===== src/rtl/registros_arbiter_ctrl.sv =====
// Round-robin arbiter and fill controller for the Registro shift-register bank.
// Two requesters compete for the bank. Each granted word is delivered as a
// one-cycle push pulse. Once DEPTH words are loaded the bank is frozen until
// the consumer acknowledges the frame.
//
// Handshake: a requester raises req and holds req/data until it sees its gnt
// (combinational, same cycle). The word is then accepted on that rising edge.
// Dropping req before a grant is allowed and leaves no trace.
module registros_arbiter_ctrl #(
    parameter int WIDTH = 32,
    parameter int DEPTH = 4,
    parameter int CNT_W = $clog2(DEPTH + 1)
) (
    input  logic             clk_i,
    input  logic             rst_i,
    input  logic             req_a_i,
    input  logic [WIDTH-1:0] data_a_i,
    output logic             gnt_a_o,
    input  logic             req_b_i,
    input  logic [WIDTH-1:0] data_b_i,
    output logic             gnt_b_o,
    output logic             push_o,
    output logic [WIDTH-1:0] data_o,
    output logic [CNT_W-1:0] count_o,
    output logic             full_o,
    output logic [DEPTH-1:0] owner_o,
    input  logic             frame_ack_i,
    output logic             state_o
);

    typedef enum logic {
        FILL = 1'b0,
        FULL = 1'b1
    } state_t;

    state_t state, state_nxt;

    // prio_b names who wins the next tie: 0 = A, 1 = B. It always points at
    // the requester that was not granted last, so after reset A wins.
    logic prio_b;
    logic grant;
    logic last_word;

    assign full_o    = (state == FULL);
    assign state_o   = (state == FULL);
    assign grant     = gnt_a_o | gnt_b_o;
    assign last_word = (count_o == CNT_W'(DEPTH - 1));

    // Arbitration: grants only while filling and not in reset
    always_comb begin
        gnt_a_o = 1'b0;
        gnt_b_o = 1'b0;
        if (state == FILL && !rst_i) begin
            if (req_a_i && req_b_i) begin
                if (prio_b) gnt_b_o = 1'b1;
                else        gnt_a_o = 1'b1;
            end else if (req_a_i) begin
                gnt_a_o = 1'b1;
            end else if (req_b_i) begin
                gnt_b_o = 1'b1;
            end
        end
    end

    // Next state: the grant that completes the frame freezes the bank,
    // the consumer's ack releases it; ack while filling is ignored
    always_comb begin
        state_nxt = state;
        case (state)
            FILL: if (grant && last_word) state_nxt = FULL;
            FULL: if (frame_ack_i)        state_nxt = FILL;
            default: state_nxt = FILL;
        endcase
    end

    // State register
    always_ff @(posedge clk_i) begin
        if (rst_i) state <= FILL;
        else       state <= state_nxt;
    end

    // Datapath: push pulse, word, fill count, ownership history, rr pointer
    always_ff @(posedge clk_i) begin
        if (rst_i) begin
            push_o  <= 1'b0;
            data_o  <= '0;
            count_o <= '0;
            owner_o <= '0;
            prio_b  <= 1'b0;
        end else if (grant) begin
            push_o  <= 1'b1;
            data_o  <= gnt_b_o ? data_b_i : data_a_i;
            count_o <= count_o + CNT_W'(1);
            owner_o <= {owner_o[DEPTH-2:0], gnt_b_o};
            prio_b  <= gnt_a_o;
        end else begin
            push_o <= 1'b0;
            if (state == FULL && frame_ack_i) count_o <= '0;
        end
    end

endmodule


===== config.mk =====
export PLATFORM = sky130hd
export DESIGN_NAME = registros_arbiter_ctrl
export DESIGN_NICKNAME = d
export VERILOG_FILES = /design/src/rtl/registros_arbiter_ctrl.sv
export SDC_FILE = /design/constraint.sdc
export NUM_CORES = 1
export LEC_CHECK = 0
export BUFFER_PORTS_ARGS = -buffer_cell sky130_fd_sc_hd__buf_2
export CORE_MARGIN = 3
export CORE_UTILIZATION = 35
export CTS_CLUSTER_DIAMETER = 120
export DETAILED_ROUTE_END_ITERATION = 8
export HOLD_SLACK_MARGIN = 0.12
export PLACE_DENSITY_LB_ADDON = 0.08
export SLEW_MARGIN = 25
export SYNTH_ARGS = -nofsm -noshare
export SYNTH_HDL_FRONTEND = slang
export SYNTH_SLANG_ARGS = --single-unit

===== constraint.sdc =====
create_clock -name clk_i -period 3.35 [get_ports clk_i]
set_input_delay 1.005 -clock clk_i [delete_from_list [all_inputs] [get_ports clk_i]]
set_output_delay 1.005 -clock clk_i [all_outputs]
set_load 0.05 [all_outputs]

==> metrics list, run 1 <==
- The run finished with clean final reports.
* Delay contributed by the slowest stage of the critical path: 0.25 ns
- DRT iter0 DRCs: approximately 130
- Pin count of the biggest net entering global routing: 56
- Proportion of synthesized chip area in sequential cells: 38.2%
- The critical path crosses 5 cells after its start point.
* ANT cells: 0
- Number of buffers on the longest clock path: 2
- After clock tree synthesis, the repair step resized 0 gates.
- Post-detailed-routing wire length: 7030 um
- Largest clock skew in the final design: roughly 0.01 ns
- In the final timing run, aggregate negative setup slack is 0 ns.
- In this run the biggest area consumer among cell types represents 38.2% of the synthesized area.
- At the worst endpoint, the required time is 2.34 ns.
* Fraction of final layout cells sized beyond drive strength 1: 38.8%
- The cell family contributing the most delay on the critical path is buffers and inverters.
- The net count of the finished layout is 410.
* Cell Pwr Density: ~490 nW/um^2
- In the routed layout, each cell is associated on average with a via count of 5.82.
- For this configuration, the core starts out at a cell density of 36.7%.
- Once placement completed, the tool counted placed cells totaling 407.
- Capturing point of the worst reg2reg path: data_o[0]
- Number of instances in the synthesized netlist: 253
* Number of global-route vias before repair: 2291
- Crit path to: gnt_b_o
* Final min period: 2.79 ns
* Width of the die: roughly 85 um
* Number of ports placed on the die boundary: 113
- Row cnt: 28
- Hold Crit Class: flop to flop
* Count of final setup violators: 0
- CTS Root Cell: sky130_fd_sc_hd__clkbuf_8
* MaxCap Viol Count: 0
* Final std cells w/o fill: just over 400
- Wire length of the first global-routing pass: 11300 um
* Source-to-sink clock delay at the later pin of the worst-skew pair: a little under 0.3 ns
* Post-detailed-placement cell area: 2740 sq um
- The count of nets left with antenna violations once routing finished came out at 0.
- Kind of critical path: primary input to output port
* Maximum net fanout on the critical path: 4
- Area growth syn-to-layout: 30.9%
- Summed over all cells, the static leakage comes to 1.17 nW.
- Most frequent CP cell: sky130_fd_sc_hd__buf_2
* Post-DP HPWL: ~4600 um
- Fmax: 359 MHz
* Worst R2R Path Depth: 5
* Deepest level of the CTS H-tree: 2
- Measured against its own limit, the worst slew margin works out to 50.9%.
- The biggest area contributor in the post-synthesis netlist is sky130_fd_sc_hd__dfxtp_1.
* Number of hold buffers added after cts: 0
- Via count of the routed design: 2415
- Startpoint of the lowest-slack register-to-register path: prio_b
- The first detailed-routing pass took 4 iterations.
- Core area: roughly 6000 sq um
* Total global routing overflow: 0
* Die Footprint: 7270 sq um
- Synth warn: 0
- Max-slew violation total from the final report: 0
- The number of buffers and inverters on the critical path is 3.
- Data arrival time of the critical path: 1.78 ns
- Synthesis produced a netlist with a net count of 324.
- Crit end category: output port
- For this run, design rule violations remaining after detail routing come to 0.
- Number of flip-flops and latches in the synthesized netlist: 42
- Max rail drop VDD: between 0.0002 and 0.00025 V
- Dominant cells by area after synthesis: sky130_fd_sc_hd__dfxtp_1 38%, sky130_fd_sc_hd__nor4b_1 13%, sky130_fd_sc_hd__a2111oi_0 9.2%
- The largest individual stage delay along the critical path comes from the cell sky130_fd_sc_hd__buf_2.
- Global-route total usage across every layer: 18.8%
- Sink count of the clock tree: 42
* Setup slack on the worst flop-to-flop path: between 1 and 1.5 ns
* Slew @ Worst Pin: 0.737 ns
- The mapped netlist covers 2200 sq um.
* Worst-path cell chain: buf_2, nor2_2, nand3_1, inv_1, buf_2
- In this run the most critical hold path is launched from owner_o[3].
- The design draws 1.41 mW.
- The final count of hold timing violations is 0.
- Critical path launch point type: primary input
- Number of fill cells in the layout: approximately 620
* Clock-pin slew reported for the worst setup and hold paths after clock tree synthesis: approximately 0.090 ns
- The final critical path takes up 83.3% of the cycle.
* Die Height: 85.3 um
* Crit path setup slack, layout: 0.561 ns
* Post-CTS setup repair buffer count: 0
- The number of antenna violations at the first check in global routing was 0.
* Area of the multi-input gates: roughly 1200 sq um
- Averaged over all synthesized cells, the footprint is 8.69 sq um.
* CTS tree: done
- In this run the tool buffered the top-level ports with around 110 buffer cells.
* Worst setup slack before clock tree synthesis: 0.448 ns
- TritonCTS created 5 clock buffers.
- Number of library cell types mapped by synthesis: 24
* Routability Congestion: a little over 0.7
- Setup repair after global routing left no endpoint under its margin.
* Average wire length per cell after detail routing: 16.9 um
* Launching instance or port of the critical path: rst_i
- Registers take 841 sq um.
- With fillers left out, the area of the finished cells amounts to between 2000 and 3000 sq um.
==> cell usage in the layout (no fill, tap or decap), types with 6 or more instances in the layout <==
cell type | netlist | routed
sky130_fd_sc_hd__buf_2 | 11 | 112
sky130_fd_sc_hd__dfxtp_1 | 42 | 42
sky130_fd_sc_hd__a21oi_1 | 40 | 40
sky130_fd_sc_hd__nor4b_1 | 32 | 32
sky130_fd_sc_hd__nor4_1 | 32 | 32
sky130_fd_sc_hd__a2111oi_0 | 23 | 23
sky130_fd_sc_hd__a2111oi_1 | 9 | 9
sky130_fd_sc_hd__buf_4 | 1 | 7
sky130_fd_sc_hd__nand3_1 | 6 | 6
sky130_fd_sc_hd__clkbuf_8 | 0 | 6
==> tightest hold or removal path, cell delays in order, from the launching register on <==
cell and delay (ns):
sky130_fd_sc_hd__dfxtp_1 0.32, sky130_fd_sc_hd__o21ai_0 0.06, sky130_fd_sc_hd__a21oi_1 0.06
==> area by class of cell <==
type / count / share of cell area [%]
repair buffers: 120 / 22.0
clock buffers: 6 / 2.87
flip-flops and latches: 42 / 29.2
multi-input cells: 165 / 40.0
clock inverters: 2 / 2.09
inverters: 5 / 0.652
well taps: 75 / 3.26
==> per-layer routing <==
layer  vias up  share of wire, %  GRT usage, %
li1       1179                 -             -
met1      1146                45          25.0
met2        85                47          30.9
met3         5               7.4          4.56
met4         0              0.64          4.32
met5         -                 0             0
==> how the worst min path moves through the flow <==
| stage | end | cells after the start |
|---|---|---|
| 2_1_floorplan | owner_o[1] | 2 |
| 3_3_place_gp | owner_o[1] | 2 |
| 3_5_place_dp | owner_o[3] | 2 |
| 4_1_cts | owner_o[3] | 2 |
| 5_1_grt | owner_o[1] | 2 |
| 6_report | owner_o[3] | 2 |
==> sequential cells by signal, indices dropped and copies added, names as in the netlist <==
register	cells
count_o	3
data_o	32
full_o	1
owner_o	4
prio_b	1
push_o	1
==> synthesized netlist by cell type <==
| library cell | n |
|---|---|
| sky130_fd_sc_hd__a2111oi_0 | 23 |
| sky130_fd_sc_hd__a2111oi_1 | 9 |
| sky130_fd_sc_hd__a21oi_1 | 40 |
| sky130_fd_sc_hd__a32oi_1 | 1 |
| sky130_fd_sc_hd__buf_1 | 3 |
| sky130_fd_sc_hd__buf_2 | 11 |
| sky130_fd_sc_hd__buf_4 | 1 |
| sky130_fd_sc_hd__buf_6 | 3 |
| sky130_fd_sc_hd__clkbuf_1 | 23 |
| sky130_fd_sc_hd__dfxtp_1 | 42 |
| sky130_fd_sc_hd__ha_1 | 2 |
| sky130_fd_sc_hd__inv_1 | 5 |
| sky130_fd_sc_hd__nand2_1 | 2 |
| sky130_fd_sc_hd__nand2b_1 | 1 |
| sky130_fd_sc_hd__nand3_1 | 6 |
| sky130_fd_sc_hd__nor2_1 | 4 |
| sky130_fd_sc_hd__nor2b_1 | 1 |
| sky130_fd_sc_hd__nor4_1 | 32 |
| sky130_fd_sc_hd__nor4b_1 | 32 |
| sky130_fd_sc_hd__o211ai_1 | 3 |
| sky130_fd_sc_hd__o21ai_0 | 5 |
| sky130_fd_sc_hd__or2_2 | 1 |
| sky130_fd_sc_hd__or2_4 | 1 |
| sky130_fd_sc_hd__or3_1 | 2 |
==> report_power, final <==
part,internal (mW),switching (mW)
logic,0.105,0.250
registers,0.535,0.0208
clock network,0.318,0.185
total,0.958,0.455
==> cells by family (layout without fill, tap and decap cells) <==
| family | after synthesis | in the layout | synth area share (%) |
|---|---|---|---|
| AO/OA/AOI/OAI | 81 | 81 | 24.9 |
| adder cells (fa/ha/maj) | 2 | 2 | 1.14 |
| buffers and inverters | 46 | 133 | 9.67 |
| flip-flops | 42 | 42 | 38.2 |
| AND/OR/NAND/NOR | 82 | 82 | 26.1 |
==> metrics by stage <==
step | hold WS (ns) | util, %
after floorplan | 0.698 | -
after global placement | 0.469 | 45.7
after detailed placement | 0.472 | 45.7
after CTS | 0.485 | 48.1
after global routing | 0.507 | 48.1
final | 0.483 | 48.1
(Power assumes the default switching activity.)
==> run 2: changes to the inputs <==
Clock period 3.35 ns to 2.71 ns, I/O delays scaled along.
==> run 2 against run 1 <==
Compared with the run above: utilization is 0.084 points lower; cell count rose by 0.48%; critical path type unchanged; sequential cell count did not move; final area is 0.17% lower; combinational power up 25%; total power grew 13%; setup slack worse by 0.25 ns; die area is the same; largest cell class unchanged; clock power down 6.6%; global-route usage barely moved; sequential power is 24% higher.
==> metrics list, run 2 (synthesis results as in run 1) <==
- Outcome: finished clean
* CTS tree: done
* Number of input and output port buffers inserted: around 110
- The H-tree was split into 2 levels.
* Part of the power in registers: between 40% and 50%
- Hold Crit Class: flop to flop
- DRT iter0 DRCs: ~150
- Delay contributed by the slowest stage of the critical path: 0.25 ns
* Clk network pwr share: 29.3%
- Post-detailed-placement cell area: 2770 sq um
- Effective utilization at floorplan: 36.7%
- Counting flops per register, the top entry is data_o.
- At the end of routability-driven placement, the weighted congestion stood at a little over 0.7.
- Pre-Repair DR Iteration Count: 4
- Row cnt: 28
- Post-CTS setup repair buffer count: 0
* Width of the die: 85.3 um
* Kind of critical path: primary input to output port
- For the worst-skew pair, the clock arrives at the later sink with an insertion delay of between 0.2 and 0.3 ns.
- Summed over all cells, the static leakage comes to 1.17 nW.
- The total area inside the core boundary comes to 5990 sq um.
- Switching power as a share of total power: 34.3%
* Most frequent CP cell: sky130_fd_sc_hd__buf_2
* MaxCap Viol Count: 0
* Initial antenna violation count: 0
- Based on the critical path, the design can be clocked at up to 417 MHz.
- Largest clock skew in the final design: 0.00417 ns
- Internal power comes to 1.05 mW.
- Number of hold buffers added after cts: 0
* Logic gate share of total power: roughly 28%
- The first global-routing pass estimated 11300 um of wire.
- Maximum net fanout on the critical path: 9
- Pin placement for this block handled 113 I/O pins.
- The final count of hold timing violations was 0.
- Crit end category: output port
- The floorplan step defined a die boundary enclosing 7270 sq um.
* Post-DP HPWL: 4650 um
- Global-route total usage across every layer: 18.9%
- Slew margin rel.: 35.1%
- Remaining DRCs: 0
* Number of CTS-inserted buffers: 5
- Once the clock tree was built, the resizer swapped 0 gates to a different size.
- Subtracting the final worst setup slack from the clock period gives 2.40 ns.
* Largest registers: data_o: 32 flops, owner_o: 4 flops, count_o: 3 flops
- Entering global routing, the biggest net connects 49 pins.
* Number of global-route vias before repair: approximately 2300
- Final non-filler cell area: around 2900 sq um
- Net Sw Power: 0.548 mW
- In the layout the commonest cells are 112 x sky130_fd_sc_hd__buf_2, 42 x sky130_fd_sc_hd__dfxtp_1, 40 x sky130_fd_sc_hd__a21oi_1.
- Clock-pin slew reported for the worst setup and hold paths after clock tree synthesis: 0.08 ns
* Slew @ Worst Pin: 0.972 ns
* Area growth syn-to-layout: 30.7%
- At the end of the flow, the number of nets in the layout was 412.
- Number of vias per cell after detailed routing: 5.92
* Max-slew violation total from the final report: 0
* CTS Root Cell: sky130_fd_sc_hd__clkbuf_8
- Dividing total power by cell area gives a power density of roughly 560 nW/um^2.
* Total global routing overflow: 0
- The layout has 611 filler cells.
- Max rail drop VDD: 0.000300 V
* Post-detailed-routing wire length: 7070 um
- ANT nets after route: 0
- The register with the most flip-flops in the layout has 32 of them.
- Dividing the detail-routed wire length by the instance count gives between 15 and 20 um.
- Critical path data required time: between 1.5 and 2 ns
- The signal on the critical path passes through buf_2, nor2_2, nand3_1, inv_1, buf_2.
* Count of final setup violators: 0
- Counting every sink on the clock net gives 42.
* Final hold slack: 0.479 ns
* Die Height: 85.3 um
* Via count of the routed design: 2468
- Number of buffers on the longest clock path: 2
* ANT cells: 0
* RSZ-0062 raised after global routing: no
- Fraction of final layout cells sized beyond drive strength 1: 39.2%
* Total negative slack for setup checks: 0 ns
- The largest individual stage delay along the critical path comes from the cell sky130_fd_sc_hd__buf_2.
- The worst setup path is launched from a primary input.
- For the worst setup path, the data arrival time is between 1.5 and 2 ns.
- Of the available clock period, the critical path in the final layout requires 88.5%.
- The library cell used most frequently in the layout, excluding fill and tap cells, is sky130_fd_sc_hd__buf_2.
==> run 2: critical path, delay by kind of cell <==
family	cells	cell delay, ns
buf+inv	3	0.46
simple gates	2	0.31
==> run 2: power by group through the flow <==
stage                     logic [mW]  registers (mW)  clock network (mW)
final                          0.444           0.687               0.470
after global routing           0.475           0.693               0.514
after CTS                      0.447           0.687               0.489
after detailed placement       0.446           0.701                   0
after global placement         0.445           0.702                   0
after floorplan                0.163           0.847                   0
==> run 2: layout make-up <==
cell class	count	area [sq um]	share of cell area [%]
Inverter	5	18.8	0.653
Clock buffer	8	110	3.83
Timing Repair Buffer	122	661	23.0
Sequential cell	42	841	29.2
Multi-Input combinational cell	165	1150	40.0
Tap cell	75	93.8	3.26
==> run 2: worst paths after layout <==
path,to,cells past startpoint,startpoint,slack (ns)
max,gnt_b_o,5,rst_i,0.31
min,owner_o[2],2,owner_o[1],0.48
max reg2reg,data_o[5],5,prio_b,0.86
min reg2reg,owner_o[2],2,owner_o[1],0.48
==> run 2: per-stage QoR <==
step           util (%)  std cells  power [mW]  setup slack (ns)
2_1_floorplan         -        253        1.01            0.0970
3_3_place_gp       46.2        409        1.15             0.318
3_5_place_dp       46.2        409        1.15             0.305
4_1_cts            48.0        417        1.62             0.296
5_1_grt            48.0        417        1.68             0.215
6_report           48.0        417        1.60             0.312
==> run 2: layer usage <==
layer	GRT usage [%]	wire length, um
met3	4.85	542
met4	5.61	44
met1	25.1	3180
met5	0	0
met2	30.2	3300
==> run 3: changes to the inputs <==
Settings changed: ABC_AREA set to 1, REMOVE_ABC_BUFFERS set to 1.
==> run 3 against run 2 <==
Compared with the run above: area after synthesis grew 0.28%; global-route usage shrank 1.6 points; cell count grew 22%; critical path depth is the same; first-iteration DRC count shrank 42%; register-to-register slack gained 0.04 ns; synthesized cell count grew 32%; die area grew 0.27%; total power shrank 5.6%; wire length shrank 9.6%; maximum frequency shrank 0.13%; via count shrank 4.0%; critical path type unchanged; critical endpoint is now gnt_a_o; largest power group unchanged.
==> metrics list, run 3 <==
- After detailed routing, the number of remaining DRC violations is 0.
- Commonest cells in the netlist: 77 x sky130_fd_sc_hd__nand2_1, 70 x sky130_fd_sc_hd__inv_1, 42 x sky130_fd_sc_hd__dfxtp_1, 41 x sky130_fd_sc_hd__a21oi_1, 35 x sky130_fd_sc_hd__nand3_1
- For this configuration, the core starts out at a cell density of 36.6%.
- For flop-to-flop paths, the worst setup slack is 0.90 ns.
* Critical path data required time: ~1.9 ns
- In this run the number of H-tree levels came out at 2.
- Count of buffer and inverter cells on the critical path: 3
- 0 antenna diodes ended up in the layout.
- Part of the power in registers: 45.2%
- Top cell type by total area after synthesis: sky130_fd_sc_hd__dfxtp_1
- Once layout is complete, the cells apart from fillers number 510.
* Delay-heaviest family, CP: buffers and inverters
- DRT iter0 DRCs: 85
- Buffers inserted during clock tree synthesis total 5.
* Met1 wire length: ~3100 um
- Summing the areas of all and, or, nand and nor instances in the mapped netlist gives 32.0% of the synthesized area.
- The synthesized netlist devotes 10.0% of its cell area to compound gates.
- Detailed routing placed a total of roughly 2700 um of wire on met2.
- Clock-pin slew reported for the worst setup and hold paths after clock tree synthesis: ~0.070 ns
- The synthesized netlist devotes 1.13% of its cell area to adder and majority cells.
- After clock tree synthesis, the repair step resized 0 gates.
- Number of global-route vias before repair: 2148
- Mean post-synth cell area: 6.62 sq um
* Max rail drop VDD: 0.000222 V
* Worst R2R Path Depth: 7
* Dominant cells by area after synthesis: sky130_fd_sc_hd__dfxtp_1 38%, sky130_fd_sc_hd__nand2_1 13%, sky130_fd_sc_hd__inv_1 12%
- The path with the worst hold slack has its endpoint at owner_o[3].
* Cell Pwr Density: about 530 nW/um^2
* Layout Utilization: 47.7%
- The slowest stage of the critical path belongs to the cell sky130_fd_sc_hd__buf_2.
- Lkg Pwr: roughly 1.6 nW
* Most used cells in the layout excluding fill and tap cells: 112 x sky130_fd_sc_hd__buf_2, 77 x sky130_fd_sc_hd__nand2_1, 70 x sky130_fd_sc_hd__inv_1
- Main combinational cell family by area after synthesis: simple AND/OR/NAND/NOR gates
- Core area: 6030 sq um
- Cells with a size suffix above 1 make up 30.6% of the layout.
- The first TritonRoute pass finished after 6 iterations.
* Maximum net fanout on the critical path: 10
- After synthesis the cells add up to 2210 sq um.
- Width of the die: 85.4 um
* Kind of critical path: primary input to output port
* Share of flip-flops with an asynchronous set or reset: 0%
* Average wire length per cell after detail routing: 12.5 um
* Fmax: between 400 and 500 MHz
- In this run the clock root is driven by a sky130_fd_sc_hd__clkbuf_8.
- Global-route total usage across every layer: approximately 17%
- Period Utilization, post-route: 88.6%
- Leaving out fill and tap cells, the most frequent cell in the layout is sky130_fd_sc_hd__buf_2.
* Number of input and output port buffers inserted: 112
- Final min period: 2.40 ns
* Total global routing overflow: 0
* Worst-path cell chain: buf_2, nor2_8, o211ai_1, inv_1, buf_2
* Via count of the routed design: 2370
- The internal portion of the total power is between 0.9 and 1 mW.
- Summed over its instances, the top area cell type makes up between 30% and 40% of the synthesized netlist area.
- After detailed routing, the total wire length is roughly 6400 um.
* CTS tree: done
* Routability Congestion: 0.705
* Area growth syn-to-layout: 30.3%
- Clk network pwr share: 25.2%
* Number of instances in the synthesized netlist: 333
* Crit end category: output port
* Placed cells: between 500 and 600
* Post-CTS setup repair buffer count: 0
* Logic gate share of total power: about 30%
- After detailed routing, the number of vias per cell comes to about 4.6.
* Sink count of the clock tree: 42
* Most used flip-flop cell after synthesis: sky130_fd_sc_hd__dfxtp_1
- Row cnt: 28
- After clock tree synthesis, the flow added hold-fix buffers numbering 0.
- The final count of hold timing violations was 0.
- Number of enable-type register cells in the synthesized netlist: 0
- At the worst endpoint, the arrival time is about 1.6 ns.
- Net Sw Power: roughly 0.54 mW
* Outcome: finished clean
* Post-DP HPWL: 4480 um
* Capturing point of the worst reg2reg path: data_o[30]
- The tool flagged a number of max-cap violations equal to 0.
- The count of pins over their slew limit was 0.
- The die covers ~7300 sq um.
- In this design, the stage delay of the slowest critical-path cell is 0.25 ns.
* Largest clock skew in the final design: 0.00381 ns
- The first global-routing pass estimated about 10000 um of wire.
- Largest registers: data_o: 32 flops, owner_o: 4 flops, count_o: 3 flops
- Launching instance or port of the critical path: rst_i
- Die Height: 85.4 um
- Number of buffers on the longest clock path: 2
* Source-to-sink clock delay at the later pin of the worst-skew pair: 0.29 ns
- The number of antenna violations at the first check in global routing is 0.
- Headroom to the max-slew limit came out at a little under two thirds.
* Number of library cell types mapped by synthesis: 18
* Slew @ Worst Pin: 0.544 ns
- Cell with the most instances after synthesis: sky130_fd_sc_hd__nand2_1
- In this run the most critical hold path is launched from owner_o[3].
* Largest register FFs: 32
- Entering global routing, the biggest net connects between 40 and 50 pins.
- The register with the most flip-flops in the final layout is data_o.
* RSZ-0062 raised after global routing: no
* Worst hold path stage count: 2
- Startpoint of the lowest-slack register-to-register path: full_o
- The synthesized design contains 42 register bits.
- After detailed routing, the met3 layer carries 499 um of wire.
- The worst setup path is launched from a primary input.
* Switching power as a share of total power: 35.8%
- Sequential elements use 38.1% of the synthesized area.
* Hold Crit Class: flop to flop
- Routed signal wires occupy layers up through met4.
- Xor/xnor share of the synthesized area: 0%
* Final nets: 506
- ANT nets after route: 0
- During synthesis, Yosys emitted a total of 0 warnings.
- Multiplexer cells account for 0% of the synthesized area.
- Most frequent CP cell: sky130_fd_sc_hd__buf_2
- Setup violations remaining at the end of the flow were counted as 0.
- In this run the count of I/O pins placed on the die edge is roughly 110.
run 3: cell count changes after synthesis, sizes merged, moves of 3 or more:
cell,delta
nor4b,-32
clkbuf,-15
nand4,+32
nor2,-3
nand3,+30
a2111oi,-32
nand2,+75
inv,+66
nor4,-32
o21ai,-4
run 3: kinds of logic (layout without fill, tap and decap cells):
kind of cell / after synthesis / count (layout)
AOI/OAI and AO/OA: 43 / 43
adders and majority gates: 2 / 2
buffers and inverters: 98 / 200
DFF: 42 / 42
and+or+nand+nor: 148 / 148
run 3: per-stage QoR:
step	hold slack (ns)	setup TNS (ns)	area (sq um)	power, mW	setup WS [ns]
after floorplan	0.439	-0.495	2060	0.985	-0.495
after global placement	0.460	0	2800	1.14	0.312
after detailed placement	0.462	0	2800	1.15	0.305
after CTS	0.473	0	2870	1.53	0.304
after global routing	0.493	0	2870	1.60	0.271
final	0.472	0	2870	1.51	0.309
run 3: tightest hold or removal path: cells and delay by family, from the launching register on:
kind | cells | cell delay [ns]
compound gates | 1 | 0.06
flops | 1 | 0.31
simple gates | 1 | 0.06
run 3: layout make-up:
cell class / count / area (sq um)
clock buffer: 7 / 76.3
fill: 665 / 3150
inverter: 71 / 267
multi-input combinational: 193 / 961
sequential: 42 / 841
tap: 75 / 93.8
timing repair buffer: 122 / 636
run 3: how the worst max path moves through the flow:
stage | to | slack [ns] | depth (start not counted)
5_1_grt | gnt_b_o | 0.27 | 5
4_1_cts | gnt_b_o | 0.30 | 5
2_1_floorplan | gnt_b_o | -0.50 | 3
6_report | gnt_a_o | 0.31 | 5
3_3_place_gp | gnt_b_o | 0.31 | 5
3_5_place_dp | gnt_b_o | 0.30 | 5
run 3: power by group through the flow:
stage	Sequential, mW	Combinational, mW	Clock (mW)
floorplan	0.845	0.140	0
global placement	0.697	0.446	0
detailed placement	0.697	0.449	0
CTS	0.683	0.450	0.398
global route	0.689	0.487	0.428
finish	0.683	0.447	0.381
run 3: routing by layer:
layer / GRT usage, % / vias up
li1: - / 1253
met1: 24.1 / 1040
met2: 26.1 / 72
met3: 5.53 / 5
met4: 3.88 / 0
met5: 0 / -
